===== config.mk =====
export PLATFORM = sky130hd
export DESIGN_NAME = cipher_out_fifo
export DESIGN_NICKNAME = d
export VERILOG_FILES = /design/src/rtl/cipher_out_fifo.sv
export SDC_FILE = /design/constraint.sdc
export NUM_CORES = 1
export LEC_CHECK = 0
export BUFFER_PORTS_ARGS = -buffer_cell sky130_fd_sc_hd__buf_2
export CORE_MARGIN = 2
export CORE_UTILIZATION = 40
export DETAILED_ROUTE_END_ITERATION = 6
export GPL_TIMING_DRIVEN = 0
export PLACE_DENSITY = 0.65
export SKIP_LAST_GASP = 1
export SYNTH_ARGS = -nofsm -noshare
export SYNTH_HDL_FRONTEND = slang
export SYNTH_SLANG_ARGS = --single-unit

===== constraint.sdc =====
create_clock -name clk -period 4.5 [get_ports clk]
set_clock_uncertainty 0.1 [all_clocks]
set_input_delay 0.225 -clock clk [delete_from_list [all_inputs] [get_ports clk]]
set_output_delay 0.225 -clock clk [all_outputs]
set_load 0.01 [all_outputs]

===== src/rtl/cipher_out_fifo.sv =====
// Ciphertext output FIFO: buffers plugboard letters and emits them in fixed-size groups
// with a separator code between groups, over valid/ready handshakes on both sides.
module cipher_out_fifo #(
  parameter int unsigned DEPTH    = 8,
  parameter int unsigned GROUP    = 5,
  parameter logic [4:0]  SEP_CODE = 5'b00000
) (
  input  logic                       clk,
  input  logic                       rst_n,
  input  logic                       clear,
  input  logic                       in_valid,
  input  logic [4:0]                 in_letter,
  output logic                       in_ready,
  output logic                       out_valid,
  output logic [4:0]                 out_code,
  input  logic                       out_ready,
  output logic [$clog2(DEPTH+1)-1:0] count,
  output logic                       drop_err
);

  localparam int unsigned PW = $clog2(DEPTH);
  localparam int unsigned CW = $clog2(DEPTH + 1);
  localparam int unsigned GW = 4;

  typedef enum logic [0:0] {StLetter, StSep} state_e;

  state_e          state_q, state_d;
  logic [PW-1:0]   wr_ptr_q, wr_ptr_d;
  logic [PW-1:0]   rd_ptr_q, rd_ptr_d;
  logic [CW-1:0]   count_q, count_d;
  logic [GW-1:0]   grp_cnt_q, grp_cnt_d;
  logic            drop_q, drop_d;
  logic [4:0]      mem [DEPTH];

  logic legal, push, pop;

  assign legal = (in_letter >= 5'd1) && (in_letter <= 5'd26);

  // All handshake outputs come from registered state only.
  assign in_ready  = (count_q != CW'(DEPTH));
  assign out_valid = (state_q == StSep) || (count_q != '0);
  assign out_code  = (state_q == StLetter && count_q != '0) ? mem[rd_ptr_q] : SEP_CODE;
  assign count     = count_q;
  assign drop_err  = drop_q;

  always_comb begin
    state_d   = state_q;
    wr_ptr_d  = wr_ptr_q;
    rd_ptr_d  = rd_ptr_q;
    count_d   = count_q;
    grp_cnt_d = grp_cnt_q;
    drop_d    = 1'b0;
    push      = 1'b0;
    pop       = 1'b0;

    if (clear) begin
      state_d   = StLetter;
      wr_ptr_d  = '0;
      rd_ptr_d  = '0;
      count_d   = '0;
      grp_cnt_d = '0;
    end else begin
      push   = in_valid && in_ready && legal;
      drop_d = in_valid && in_ready && !legal;

      unique case (state_q)
        StLetter: begin
          pop = (count_q != '0) && out_ready;
          if (pop) begin
            rd_ptr_d = rd_ptr_q + PW'(1);
            if (grp_cnt_q == GW'(GROUP - 1)) begin
              grp_cnt_d = '0;
              state_d   = StSep;
            end else begin
              grp_cnt_d = grp_cnt_q + GW'(1);
            end
          end
        end
        StSep: begin
          if (out_ready) state_d = StLetter;
        end
        default: state_d = StLetter;
      endcase

      if (push) wr_ptr_d = wr_ptr_q + PW'(1);
      if (push && !pop) count_d = count_q + CW'(1);
      else if (pop && !push) count_d = count_q - CW'(1);
    end
  end

  always_ff @(posedge clk or negedge rst_n) begin
    if (!rst_n) begin
      state_q   <= StLetter;
      wr_ptr_q  <= '0;
      rd_ptr_q  <= '0;
      count_q   <= '0;
      grp_cnt_q <= '0;
      drop_q    <= 1'b0;
    end else begin
      state_q   <= state_d;
      wr_ptr_q  <= wr_ptr_d;
      rd_ptr_q  <= rd_ptr_d;
      count_q   <= count_d;
      grp_cnt_q <= grp_cnt_d;
      drop_q    <= drop_d;
    end
  end

  // Storage needs no reset; occupancy is governed by count_q.
  always_ff @(posedge clk) begin
    if (push) mem[wr_ptr_q] <= in_letter;
  end

endmodule


==> impl_metrics.env <==
export IMPL_timing_max_slew_rel_slack_pct=34.9
export IMPL_grt_start_max_net_pins=18
export IMPL_max_cap_viol_count=0
export IMPL_dieArea_um2=7380
export IMPL_postCtsResizedCells=0
export IMPL_number_of_buffers_created_by_cts=5
export IMPL_cellLeakagePower_nw=1.09
export IMPL_timing_hold_worst_class="input pin to flop"
export IMPL_finalMaxSlewViolations=0
export IMPL_synth_distinct_cells=47
export IMPL_post_route_cells_drive_above_1_share_pct=19.9
export IMPL_cts_tree="yes"
export IMPL_cts_max_level=2
export IMPL_clock_sinks=56
export IMPL_ant_nets=0
export IMPL_post_route_period_util_pct=63.6
export IMPL_grtUsageTotal_pct=15.7
export IMPL_share_of_the_synthesized_area_in_compound_gates_ao_oa_aoi_oai_pct=7.88
export IMPL_synthDominantAreaCellType="edfxtp_1"
export IMPL_setup_worst_path_end_class="flop"
export IMPL_cts_repair_timing_setup_buffer_count=0
export IMPL_synth_simple_area_share_pct=14.9
export IMPL_ios=22
export IMPL_row_count=29
export IMPL_ctsRootBufferMaster="clkbuf_8"
export IMPL_worst_slew_pin_transition_ns=0.969
export IMPL_clk_pin_slew_worst_paths_ns=0.10
export IMPL_synth_xor_xnor_area_share_pct=0.979
export IMPL_vdd_ir_drop_max_mv=0.174
export IMPL_placer_congestion_estimate=0.770
export IMPL_finalWirelength_um=5350
export IMPL_worstSetupStartpointType="flop"
export IMPL_postSynthRegisterBits=56
export IMPL_cp_arrival_ns=2.95
export IMPL_clock_fmax_mhz=349
export IMPL_synth_top_cells_by_area="edfxtp_1, dfrtp_1, mux4_2"
export IMPL_regArea_um2=1600
export IMPL_report_final_hold_viol_count=0
export IMPL_initial_utilization_pct=41.8
export IMPL_crit_path_max_fanout=10
export IMPL_clk_path_buf_depth=2
export IMPL_fill_cell_instance_count_of_the_final_layout=566
export IMPL_global_route_overflow_total=0
export IMPL_post_route_drc_count=2
export IMPL_critPathKind="flop to flop"
export IMPL_first_pass_iters=6
export IMPL_postSynth_asyncResetShare_pct=28.6
export IMPL_yosys_area_top_type_share_pct=44.8
export IMPL_post_synth_cell_area_avg_um2=13.3
export IMPL_post_synth_design_cell_area_um2=2680
export IMPL_ys_flop_type="edfxtp_1"
export IMPL_rsz0062_at_grt="no"
export IMPL_seq_area_frac_synth_pct=59.7
export IMPL_grt_first_pass_wirelength_um=8890
export IMPL_drt_vias_per_instance=5.65
export IMPL_die_height_um=85.9
export IMPL_detailroute_via_count=1741
export IMPL_synth_edf_count=40
export IMPL_core_area_um2=6420
export IMPL_yosysWarningCount=0
export IMPL_die_x_um=85.9
export IMPL_setup_tns_ns=0
export IMPL_pwr_density_cell_nw_per_um2=500
export IMPL_finalWorstPathRequiredPeriod_ns=2.86
export IMPL_synth_cells=202
export IMPL_synth_mux_area_share_pct=10.3
export IMPL_number_of_antenna_violations_at_the_first_check_in_global_routing=0
export IMPL_detail_route_iter0_violations=89
export IMPL_nets=247
export IMPL_area_growth_syn_to_layout_pct=10.9
export IMPL_num_antenna_cells=0
export IMPL_place_hpwl_um=3710
export IMPL_clk_insertion_delay_late_ns=0.30
export IMPL_layout_core_utilization_pct=46.3
export IMPL_route_detailed_wl_per_inst_um=17.4
export IMPL_violations_in_the_final_reports="design-rule violations"
export IMPL_combinational_family_with_the_most_area_after_synthesis="simple AND/OR/NAND/NOR gates"
export IMPL_multiInputGateArea_um2=1010
export IMPL_r2r_slack_ns=1.64
export IMPL_postSynthNetCount=219
export IMPL_setup_violations=0
export IMPL_port_buffer_count=20
export IMPL_grt_pass1_vias=1725
export IMPL_run_status="complete, but fails checks"
export IMPL_post_cts_hold_buffer_count=1
export IMPL_cp_data_required_time_ns=4.59
export IMPL_synthAdderAreaFrac_pct=3.54
[stage by stage]
stage	hold WS (ns)	total power (W)	setup slack, ns	instances	cell area (um^2)
after detailed placement	0.0783	0.00123	1.59	299	2880
after global placement	0.0704	0.00122	1.64	299	2880
after global routing	0.126	0.00159	1.41	308	2980
after floorplan	-0.171	0.00106	1.83	202	2680
final	0.0992	0.00149	1.64	308	2980
after CTS	0.0937	0.00151	1.64	308	2980
[logic make-up after synthesis]
| family | count (synthesis) |
|---|---|
| buffers and inverters | 16 |
| multiplexers | 15 |
| XOR/XNOR | 3 |
| AO/OA/AOI/OAI | 31 |
| adder cells (fa/ha/maj) | 7 |
| flip-flops | 56 |
| AND/OR/NAND/NOR | 74 |
[layer usage]
| layer | vias to the layer above | track usage, % | share of wire [%] |
|---|---|---|---|
| met5 | - | 0 | 0 |
| met4 | 0 | 5.34 | 1.5 |
| met3 | 9 | 2.69 | 4.5 |
| met2 | 45 | 25.9 | 49 |
| met1 | 855 | 21.2 | 45 |
| li1 | 832 | - | - |
[layout make-up]
type / count / area share [%]
Tap cell: 77 / 3.24
Buffer: 11 / 1.81
Inverter: 5 / 0.631
Multi-Input combinational cell: 130 / 33.9
Clock inverter: 3 / 0.589
Timing Repair Buffer: 21 / 3.70
Sequential cell: 56 / 53.8
Clock buffer: 5 / 2.31
[final timing paths]
| check | end | startpoint | cells past startpoint |
|---|---|---|---|
| setup / recovery | count[3] | count[1] | 10 |
| hold reg to reg | grp_cnt_q[3] | grp_cnt_q[3] | 2 |
| setup reg to reg | count[3] | count[1] | 10 |
| hold / removal | state_q | out_ready | 3 |
| min in group asynchronous | grp_cnt_q[2] | rst_n | 2 |
| max in group asynchronous | count[3] | rst_n | 2 |
[worst max-delay path, stage by stage, from the launching register on]
cell	delay, ns
dfrtp_1	0.47
or4_2	0.67
clkbuf_1	0.19
nand2_1	0.10
buf_4	0.17
nand2_1	0.09
ha_1	0.35
nand3_1	0.13
a22oi_1	0.22
nand4b_1	0.15
nand4_1	0.10
[layout by cell type, fill, tap and decap left out, types with 7 or more instances in the layout]
cell type,netlist,final
edfxtp_1,40,40
buf_2,1,21
nor2_1,18,18
dfrtp_1,16,16
a21oi_1,12,12
nand2_1,11,11
mux4_2,10,10
nor3_1,7,7
clkbuf_1,7,7
[synthesized netlist by cell type, types with 3 or more instances]
cell       n
nand2b_1   4
mux4_2    10
o211ai_1   3
nand3_1    6
nand4_1    3
nor3_1     7
inv_1      5
clkbuf_1   7
edfxtp_1  40
nand2_1   11
nor2_1    18
a21oi_1   12
dfrtp_1   16
and3_1     6
o21ai_0    4
mux2i_1    5
ha_1       6
[sequential cells by signal (all words and copies together), names as in the netlist]
name	count
count	4
drop_err	1
wr_ptr_q	3
mem	40
grp_cnt_q	4
state_q	1
rd_ptr_q	3
[power breakdown]
part	leakage [nW]	switching, W	total (W)	internal (W)
sequential	0.579	0.0000464	0.000637	0.000591
combinational	0.465	0.000327	0.000580	0.000254
clock	0.0460	0.000162	0.000271	0.000109
total	1.09	0.000535	0.00149	0.000954
Power figures use the tool's default switching activity.
